File: config.mk
export PLATFORM = sky130hd
export DESIGN_NAME = bmem_arbiter_flat
export DESIGN_NICKNAME = d
export VERILOG_FILES = /design/src/rtl/bmem_arbiter_if.sv /design/src/rtl/bmem_arbiter.sv /design/src/flat_wrapper.sv
export SDC_FILE = /design/constraint.sdc
export NUM_CORES = 1
export LEC_CHECK = 0
export ABC_AREA = 1
export BUFFER_PORTS_ARGS = -buffer_cell sky130_fd_sc_hd__buf_2
export CORE_AREA = 2 2 405 407
export CTS_CLUSTER_DIAMETER = 100
export DETAILED_ROUTE_END_ITERATION = 12
export DIE_AREA = 0 0 407 409
export GPL_TIMING_DRIVEN = 1
export SYNTH_ARGS = -nofsm -noshare
export SYNTH_HDL_FRONTEND = slang
export SYNTH_SLANG_ARGS = --single-unit
File: constraint.sdc
create_clock -name clk -period 4.23 [get_ports clk]
set_input_delay 0.423 -clock clk [delete_from_list [all_inputs] [get_ports clk]]
set_output_delay 0.423 -clock clk [all_outputs]
set_load 0.05 [all_outputs]
File: src/rtl/bmem_arbiter_if.sv
// Bundle of every signal between bmem_arbiter, the two cache dfp ports and
// the bmem pins. The arbiter uses the slave view. The master view is the
// environment side: caches drive requests and memory drives beats/ready.
interface bmem_arbiter_if;
    // icache side
    logic [31:0]  i_addr;
    logic         i_read;
    logic [255:0] i_rdata;
    logic         i_resp;
    // dcache side
    logic [31:0]  d_addr;
    logic         d_read;
    logic         d_write;
    logic [255:0] d_wdata;
    logic [255:0] d_rdata;
    logic         d_resp;
    // burst memory side
    logic [31:0]  bmem_addr;
    logic         bmem_read;
    logic         bmem_write;
    logic [63:0]  bmem_wdata;
    logic         bmem_ready;
    logic [31:0]  bmem_raddr;
    logic [63:0]  bmem_rdata;
    logic         bmem_rvalid;

    modport slave (
        input  i_addr, i_read, d_addr, d_read, d_write, d_wdata,
        input  bmem_ready, bmem_raddr, bmem_rdata, bmem_rvalid,
        output i_rdata, i_resp, d_rdata, d_resp,
        output bmem_addr, bmem_read, bmem_write, bmem_wdata
    );

    modport master (
        output i_addr, i_read, d_addr, d_read, d_write, d_wdata,
        output bmem_ready, bmem_raddr, bmem_rdata, bmem_rvalid,
        input  i_rdata, i_resp, d_rdata, d_resp,
        input  bmem_addr, bmem_read, bmem_write, bmem_wdata
    );
endinterface

File: src/rtl/bmem_arbiter.sv
// Shares the single 64-bit burst memory port between icache and dcache.
// One line transfer at a time: reads are issued as one command and
// assembled from 4 address-tagged beats, dcache writebacks are sent as
// 4 beats. Ties are broken round-robin against the last served cache.
module bmem_arbiter (
    input  logic           clk,
    input  logic           rst,
    bmem_arbiter_if.slave  bus
);

    typedef enum logic [2:0] {
        IDLE     = 3'd0,
        RD_ISSUE = 3'd1,
        RD_WAIT  = 3'd2,
        WR       = 3'd3,
        RESP     = 3'd4
    } state_t;

    typedef enum logic {
        GNT_I = 1'b0,
        GNT_D = 1'b1
    } gnt_t;

    state_t          r_state, w_state_next;
    gnt_t            r_gnt, w_gnt_next;
    gnt_t            r_last, w_last_next;
    logic [31:0]     r_line, w_line_next;
    logic [1:0]      r_cnt, w_cnt_next;
    logic [3:0][63:0] r_buf;

    logic            w_i_req;
    logic            w_d_req;
    logic            w_pick_d;
    logic            w_beat_store;
    logic [3:0]      w_lane_we;
    logic [63:0]     w_wbeat [4];
    logic            w_unused_bits;

    // Offset bits inside the line are irrelevant: transfers are whole lines.
    assign w_unused_bits = ^{bus.i_addr[4:0], bus.d_addr[4:0]};

    assign w_i_req  = bus.i_read;
    assign w_d_req  = bus.d_read | bus.d_write;
    // Lone requester wins; on a tie the one not served last wins.
    assign w_pick_d = w_d_req && (!w_i_req || (r_last == GNT_I));

    // Write-beat slicing of the dcache line and per-lane read-buffer enables.
    genvar gi;
    generate
        for (gi = 0; gi < 4; gi++) begin : g_lane
            assign w_wbeat[gi]   = bus.d_wdata[gi*64 +: 64];
            assign w_lane_we[gi] = w_beat_store && (r_cnt == 2'(gi));
        end
    endgenerate

    // State, grant, round-robin, line address and beat counter registers.
    always_ff @(posedge clk) begin
        if (rst) begin
            r_state <= IDLE;
            r_gnt   <= GNT_I;
            r_last  <= GNT_I;
            r_line  <= 32'd0;
            r_cnt   <= 2'd0;
        end else begin
            r_state <= w_state_next;
            r_gnt   <= w_gnt_next;
            r_last  <= w_last_next;
            r_line  <= w_line_next;
            r_cnt   <= w_cnt_next;
        end
    end

    // Next-state logic: grant in IDLE, then issue/collect or stream beats.
    always_comb begin
        w_state_next = r_state;
        w_gnt_next   = r_gnt;
        w_last_next  = r_last;
        w_line_next  = r_line;
        w_cnt_next   = r_cnt;
        w_beat_store = 1'b0;
        case (r_state)
            IDLE: begin
                w_cnt_next = 2'd0;
                if (w_i_req || w_d_req) begin
                    if (w_pick_d) begin
                        w_gnt_next   = GNT_D;
                        w_line_next  = {bus.d_addr[31:5], 5'b0};
                        // A writeback takes priority over a read from dcache.
                        w_state_next = bus.d_write ? WR : RD_ISSUE;
                    end else begin
                        w_gnt_next   = GNT_I;
                        w_line_next  = {bus.i_addr[31:5], 5'b0};
                        w_state_next = RD_ISSUE;
                    end
                end
            end
            RD_ISSUE: begin
                if (bus.bmem_ready) begin
                    w_state_next = RD_WAIT;
                    w_cnt_next   = 2'd0;
                end
            end
            RD_WAIT: begin
                // Beats tagged with another line are stale and dropped.
                if (bus.bmem_rvalid && (bus.bmem_raddr == r_line)) begin
                    w_beat_store = 1'b1;
                    w_cnt_next   = r_cnt + 2'd1;
                    if (r_cnt == 2'd3) begin
                        w_state_next = RESP;
                    end
                end
            end
            WR: begin
                // Hold the current beat until memory accepts it.
                if (bus.bmem_ready) begin
                    w_cnt_next = r_cnt + 2'd1;
                    if (r_cnt == 2'd3) begin
                        w_state_next = RESP;
                    end
                end
            end
            RESP: begin
                w_last_next  = r_gnt;
                w_cnt_next   = 2'd0;
                w_state_next = IDLE;
            end
            default: begin
                w_state_next = IDLE;
            end
        endcase
    end

    // Read line buffer: one 64-bit lane captured per matched beat.
    always_ff @(posedge clk) begin
        if (rst) begin
            r_buf <= '0;
        end else begin
            for (int k = 0; k < 4; k++) begin
                if (w_lane_we[k]) begin
                    r_buf[k] <= bus.bmem_rdata;
                end
            end
        end
    end

    assign bus.bmem_addr  = (r_state == IDLE) ? 32'd0 : r_line;
    assign bus.bmem_read  = (r_state == RD_ISSUE);
    assign bus.bmem_write = (r_state == WR);
    assign bus.bmem_wdata = (r_state == WR) ? w_wbeat[r_cnt] : 64'd0;
    assign bus.i_resp     = (r_state == RESP) && (r_gnt == GNT_I);
    assign bus.d_resp     = (r_state == RESP) && (r_gnt == GNT_D);
    assign bus.i_rdata    = r_buf;
    assign bus.d_rdata    = r_buf;

endmodule

File: src/flat_wrapper.sv
// flat-port wrapper written by rule: the top's interface ports become plain ports
module bmem_arbiter_flat 
  (clk, rst, bus_i_addr, bus_i_read, bus_d_addr, bus_d_read, bus_d_write, bus_d_wdata, bus_bmem_ready, bus_bmem_raddr, bus_bmem_rdata, bus_bmem_rvalid, bus_i_rdata, bus_i_resp, bus_d_rdata, bus_d_resp, bus_bmem_addr, bus_bmem_read, bus_bmem_write, bus_bmem_wdata);
  bmem_arbiter_if bus_i ();
  input  logic clk;
  input  logic rst;
  input wire logic [$bits(bus_i.i_addr)-1:0] bus_i_addr;
  input wire logic [$bits(bus_i.i_read)-1:0] bus_i_read;
  input wire logic [$bits(bus_i.d_addr)-1:0] bus_d_addr;
  input wire logic [$bits(bus_i.d_read)-1:0] bus_d_read;
  input wire logic [$bits(bus_i.d_write)-1:0] bus_d_write;
  input wire logic [$bits(bus_i.d_wdata)-1:0] bus_d_wdata;
  input wire logic [$bits(bus_i.bmem_ready)-1:0] bus_bmem_ready;
  input wire logic [$bits(bus_i.bmem_raddr)-1:0] bus_bmem_raddr;
  input wire logic [$bits(bus_i.bmem_rdata)-1:0] bus_bmem_rdata;
  input wire logic [$bits(bus_i.bmem_rvalid)-1:0] bus_bmem_rvalid;
  output wire logic [$bits(bus_i.i_rdata)-1:0] bus_i_rdata;
  output wire logic [$bits(bus_i.i_resp)-1:0] bus_i_resp;
  output wire logic [$bits(bus_i.d_rdata)-1:0] bus_d_rdata;
  output wire logic [$bits(bus_i.d_resp)-1:0] bus_d_resp;
  output wire logic [$bits(bus_i.bmem_addr)-1:0] bus_bmem_addr;
  output wire logic [$bits(bus_i.bmem_read)-1:0] bus_bmem_read;
  output wire logic [$bits(bus_i.bmem_write)-1:0] bus_bmem_write;
  output wire logic [$bits(bus_i.bmem_wdata)-1:0] bus_bmem_wdata;
  assign bus_i.i_addr = bus_i_addr;
  assign bus_i.i_read = bus_i_read;
  assign bus_i.d_addr = bus_d_addr;
  assign bus_i.d_read = bus_d_read;
  assign bus_i.d_write = bus_d_write;
  assign bus_i.d_wdata = bus_d_wdata;
  assign bus_i.bmem_ready = bus_bmem_ready;
  assign bus_i.bmem_raddr = bus_bmem_raddr;
  assign bus_i.bmem_rdata = bus_bmem_rdata;
  assign bus_i.bmem_rvalid = bus_bmem_rvalid;
  assign bus_i_rdata = bus_i.i_rdata;
  assign bus_i_resp = bus_i.i_resp;
  assign bus_d_rdata = bus_i.d_rdata;
  assign bus_d_resp = bus_i.d_resp;
  assign bus_bmem_addr = bus_i.bmem_addr;
  assign bus_bmem_read = bus_i.bmem_read;
  assign bus_bmem_write = bus_i.bmem_write;
  assign bus_bmem_wdata = bus_i.bmem_wdata;
  bmem_arbiter u_core (.clk(clk), .rst(rst), .bus(bus_i));
endmodule
==> flow_summary.html <==
<table>
<tr><th>Metric</th><th>Value</th></tr>
<tr><th colspan="2">Outcome</th></tr>
<tr><td>Status</td><td>finished, final reports clean</td></tr>
<tr><th colspan="2">Cells and area</th></tr>
<tr><td>Final net count</td><td>3708</td></tr>
<tr><td>Fraction of layout cells with a size suffix above 1</td><td>between 40 and 50%</td></tr>
<tr><td>Combined flip-flop and latch cell area</td><td>~5800 sq um</td></tr>
<tr><td>Number of fill cells in the layout</td><td>roughly 19000</td></tr>
<tr><td>Area occupied by multi-input gates</td><td>roughly 8400 sq um</td></tr>
<tr><td>Post-layout utilization of the core</td><td>between 10% and 20%</td></tr>
<tr><td>Final design area excluding fillers</td><td>between 20000 and 25000 sq um</td></tr>
<tr><td>Area delta synth-&gt;final</td><td>37.4%</td></tr>
<tr><th colspan="2">Synth</th></tr>
<tr><td>Largest family of logic cells by synthesized area</td><td>simple AND/OR/NAND/NOR gates</td></tr>
<tr><td>Yosys top cell by area</td><td>sky130_fd_sc_hd__dfxtp_1</td></tr>
<tr><td>Area share of the largest cell type after synthesis</td><td>between 30% and 40%</td></tr>
<tr><td>Mean area per synthesized cell</td><td>~6.7 sq um</td></tr>
<tr><td>Cells after synthesis</td><td>~2600</td></tr>
<tr><td>Compound-gate portion of the synthesized area</td><td>7.46%</td></tr>
<tr><td>Most area-consuming cells after synthesis</td><td>sky130_fd_sc_hd__dfxtp_1 (33%), sky130_fd_sc_hd__nor2_1 (12%), sky130_fd_sc_hd__buf_4 (12%), sky130_fd_sc_hd__nand4_1 (9.1%), sky130_fd_sc_hd__nor2_2 (8.5%)</td></tr>
<tr><td>Post-Syn Area</td><td>~18000 sq um</td></tr>
<tr><td>Dominant synthesized flop cell</td><td>sky130_fd_sc_hd__dfxtp_1</td></tr>
<tr><td>Count of warnings emitted by yosys</td><td>0</td></tr>
<tr><td>Share of synthesized flip-flops with an asynchronous set or reset</td><td>0%</td></tr>
<tr><td>Multiplexer share of the synthesized area</td><td>0%</td></tr>
<tr><td>Post-synth EDFFs</td><td>0</td></tr>
<tr><td>Post-Synth Adder-Cell Area</td><td>less than 1%</td></tr>
<tr><td>Unique masters post-synth</td><td>29</td></tr>
<tr><td>Simple-gate share of the synthesized area</td><td>between 30% and 40%</td></tr>
<tr><td>Number of register bits inferred by synthesis</td><td>between 200 and 300</td></tr>
<tr><td>Top post-synthesis cells by count</td><td>sky130_fd_sc_hd__nor2_1 (582), sky130_fd_sc_hd__nand2_1 (396), sky130_fd_sc_hd__dfxtp_1 (290)</td></tr>
<tr><td>Most numerous cell in the Yosys netlist</td><td>sky130_fd_sc_hd__nor2_1</td></tr>
<tr><td>Part of the Yosys area used for sequential elements</td><td>between 30% and 40%</td></tr>
<tr><td>Parity-gate share of the synthesized area counting xor and xnor cells</td><td>less than 1%</td></tr>
<tr><th colspan="2">Global routing</th></tr>
<tr><td>Global router's overall resource usage</td><td>around 16%</td></tr>
<tr><td>Maximum number of pins on one net before global-route repair</td><td>131</td></tr>
<tr><td>Number of antenna violations at the first check in global routing</td><td>99</td></tr>
<tr><td>First-pass GRT wire length</td><td>175 mm</td></tr>
<tr><td>Global route total overflow</td><td>0</td></tr>
<tr><td>Vias in the first global route</td><td>~18000</td></tr>
<tr><th colspan="2">Clock network</th></tr>
<tr><td>CTS Buffer Depth</td><td>3</td></tr>
<tr><td>Total of cells resized after clock tree synthesis</td><td>0</td></tr>
<tr><td>Number of sinks driven by the clock tree</td><td>290</td></tr>
<tr><td>CTS tree</td><td>done</td></tr>
<tr><td>Number of levels the H-tree was split into</td><td>2</td></tr>
<tr><td>Hold buffer count at CTS</td><td>0</td></tr>
<tr><td>Worst skew pair latency</td><td>approximately 0.59 ns</td></tr>
<tr><td>Num CTS Buffers</td><td>39</td></tr>
<tr><td>Clock Root Buffer</td><td>sky130_fd_sc_hd__clkbuf_16</td></tr>
<tr><td>Post-CTS Repair Setup Buffers</td><td>0</td></tr>
<tr><td>Clock-pin transition on the worst setup and hold timing paths</td><td>about 0.060 ns</td></tr>
<tr><th colspan="2">Routing</th></tr>
<tr><td>Post-DRT Antenna Nets</td><td>0</td></tr>
<tr><td>Pre-antenna DRT Iters</td><td>5</td></tr>
<tr><td>1st-iter DRT viols</td><td>2021</td></tr>
<tr><td>Vias post-DR</td><td>20700</td></tr>
<tr><td>Total length of routed wires</td><td>between 100 and 150 mm</td></tr>
<tr><td>Routed wirelength normalized by instance count</td><td>about 25 microns</td></tr>
<tr><td>Number of remaining DRC errors</td><td>0</td></tr>
<tr><td>Drt via density</td><td>around 3.8</td></tr>
<tr><th colspan="2">Placement</th></tr>
<tr><td>Post-Place Cell Area</td><td>23000 sq um</td></tr>
<tr><td>Placement Setup Slack</td><td>1.04 ns</td></tr>
<tr><td>PortBufs</td><td>just over 1000</td></tr>
<tr><td>Weighted congestion reported at the end of routability-driven placement</td><td>just under 0.9</td></tr>
<tr><td>Post-DP HPWL</td><td>between 100 and 150 mm</td></tr>
<tr><th colspan="2">Critical path</th></tr>
<tr><td>R2R Path Start</td><td>u_core.r_cnt[0]</td></tr>
<tr><td>Worst setup SP type</td><td>flop</td></tr>
<tr><td>Top fanout value on the critical path</td><td>50</td></tr>
<tr><td>Reg2Reg Depth</td><td>7</td></tr>
<tr><td>Critical setup path kind</td><td>reg2out</td></tr>
<tr><td>Arrival time worst endpoint</td><td>between 3 and 4 ns</td></tr>
<tr><td>Data required, critical path</td><td>3.81 ns</td></tr>
<tr><td>Nature of the critical path endpoint</td><td>output pin</td></tr>
<tr><td>Highest-delay cell along the critical path</td><td>sky130_fd_sc_hd__dfxtp_4</td></tr>
<tr><td>Slack of the worst reg-to-reg path</td><td>roughly 1.1 ns</td></tr>
<tr><td>Endpoint of the worst register-to-register path</td><td>u_core.bus.d_rdata[3]</td></tr>
<tr><td>Sequence of cells on the critical path</td><td>inv_4, buf_4, o21ai_0, a21oi_1, buf_2</td></tr>
<tr><td>Highest cell delay on the worst timing path</td><td>0.81 ns</td></tr>
<tr><th colspan="2">Floorplanning</th></tr>
<tr><td>Effective utilization at floorplan</td><td>~11%</td></tr>
<tr><td>Core region area</td><td>about 160000 sq um</td></tr>
<tr><td>Height of the die</td><td>between 400 and 500 microns</td></tr>
<tr><td>Overall die width</td><td>between 400 and 500 microns</td></tr>
<tr><td>Top Ports</td><td>1035</td></tr>
<tr><td>Count of standard-cell rows</td><td>148</td></tr>
<tr><td>Area of the die</td><td>166000 sq um</td></tr>
<tr><th colspan="2">STA</th></tr>
<tr><td>Achievable clock frequency</td><td>~270 MHz</td></tr>
<tr><td>Final setup viols</td><td>0</td></tr>
<tr><td>Final clock period utilization by the worst path</td><td>between 80% and 90%</td></tr>
<tr><td>Final hold violations</td><td>0</td></tr>
<tr><td>Slew of the pin with the lowest slew margin</td><td>1.12 ns</td></tr>
<tr><td>Post-Route Skew</td><td>0.0314 ns</td></tr>
<tr><td>Max-slew violation count</td><td>0</td></tr>
<tr><td>Worst hold margin</td><td>about 0.095 ns</td></tr>
<tr><td>Final-layout setup total negative slack</td><td>0 ns</td></tr>
<tr><td>Setup repair after global routing missed its margin</td><td>false</td></tr>
<tr><td>Min Clock Period, post-route</td><td>3.68 ns</td></tr>
<tr><td>Crit path setup slack, layout</td><td>approximately 0.55 ns</td></tr>
<tr><td>Worst-case headroom to the max-slew limit</td><td>between 20 and 30%</td></tr>
<tr><th colspan="2">Worst hold path</th></tr>
<tr><td>Worst Hold Endpoint</td><td>u_core.r_line[26]</td></tr>
<tr><td>Worst hold path type</td><td>in2reg</td></tr>
<tr><td>Hold path startpoint</td><td>bus_d_addr[26]</td></tr>
<tr><td>Hold Path Stages</td><td>3</td></tr>
<tr><th colspan="2">Pwr</th></tr>
<tr><td>Power density of the placed cells</td><td>about 450 nW/um^2</td></tr>
<tr><td>Leakage power figure</td><td>11.9 nW</td></tr>
<tr><td>Peak supply drop</td><td>between 0.0002 and 0.00025 V</td></tr>
<tr><th colspan="2">Run</th></tr>
<tr><td>Max-cap violations</td><td>0</td></tr>
</table>
## critical path: cells and delay by family (launching register included)
| family | cells | cell delay, ns |
|---|---|---|
| flops | 1 | 0.81 |
| compound gates | 2 | 0.79 |
| buf+inv | 3 | 1.02 |
## area by class of cell
cell class	count	area share (%)
clock buffer	53	4.51
multi-input combinational	1761	34.7
clock inverter	18	0.745
sequential	290	23.9
inverter	138	2.23
tap	2175	11.2
antenna	26	0.267
timing repair buffer	1051	22.5
## metal layers
| metal | vias up | routed length [microns] | global-route usage, % |
|---|---|---|---|
| li1 | 9545 | - | - |
| met1 | 9725 | 53400 | 18.4 |
| met2 | 1149 | 64000 | 25.9 |
| met3 | 231 | 15100 | 6.39 |
| met4 | 30 | 4580 | 4.74 |
| met5 | - | 201 | 0 |
## logic make-up after synthesis
group	Yosys count
fa+ha+maj	4
simple gates	1490
compound gates	256
xor+xnor	6
other cells	1
flops	290
buf+inv	601
## cells in the final DEF (no fill, tap or decap), types with 3 or more instances in the layout
cell                        count
sky130_fd_sc_hd__a21oi_1       66
sky130_fd_sc_hd__a31oi_1       27
sky130_fd_sc_hd__buf_12        11
sky130_fd_sc_hd__buf_2       1019
sky130_fd_sc_hd__buf_4         21
sky130_fd_sc_hd__clkbuf_1       7
sky130_fd_sc_hd__clkbuf_16     39
sky130_fd_sc_hd__clkbuf_8       7
sky130_fd_sc_hd__clkinv_2       6
sky130_fd_sc_hd__conb_1         5
sky130_fd_sc_hd__dfxtp_1      288
sky130_fd_sc_hd__diode_2       26
sky130_fd_sc_hd__ha_4           4
sky130_fd_sc_hd__inv_1        131
sky130_fd_sc_hd__inv_6          8
sky130_fd_sc_hd__nand2_1      396
sky130_fd_sc_hd__nand3_1        4
sky130_fd_sc_hd__nand4_1      258
sky130_fd_sc_hd__nor2_1       581
sky130_fd_sc_hd__nor2_2       240
sky130_fd_sc_hd__nor2_8         4
sky130_fd_sc_hd__nor3_1         3
sky130_fd_sc_hd__o21ai_0      157
sky130_fd_sc_hd__o21ai_1        3
sky130_fd_sc_hd__xnor2_1        4
## state kept, by name (all words and copies together) (netlist names)
name                cells
u_core.bus.d_rdata    256
u_core.r_cnt            2
u_core.r_gnt            1
u_core.r_last           1
u_core.r_line          27
u_core.r_state          3
## report_power, final
part | internal (mW) | leakage [nW] | switching (mW)
Combinational | 0.998 | 8.97 | 3.49
Sequential | 2.86 | 2.34 | 0.234
Clock | 1.97 | 0.630 | 1.44
Total | 5.83 | 11.9 | 5.16
## worst max path at each step
stage / start / end / slack, ns / cells after the start
after global routing: u_core.r_cnt[0] / bus_bmem_wdata[60] / 0.46 / 5
after floorplan: u_core.r_state[0] / bus_bmem_wdata[43] / 1.35 / 6
after CTS: u_core.r_cnt[0] / bus_bmem_wdata[4] / 0.39 / 4
after global placement: u_core.r_cnt[0] / u_core.bus.d_rdata[3] / 1.09 / 7
after detailed placement: u_core.r_cnt[0] / u_core.bus.d_rdata[139] / 1.04 / 8
final: u_core.r_cnt[0] / bus_bmem_wdata[61] / 0.55 / 5
## per-stage QoR
stage | power [mW] | instances
2_1_floorplan | 5.79 | 2652
6_report | 11.0 | 5512
4_1_cts | 11.2 | 5486
5_1_grt | 11.6 | 5498
3_5_place_dp | 7.71 | 5415
3_3_place_gp | 7.68 | 5415
Note: power is estimated with default switching activity, not from simulation.
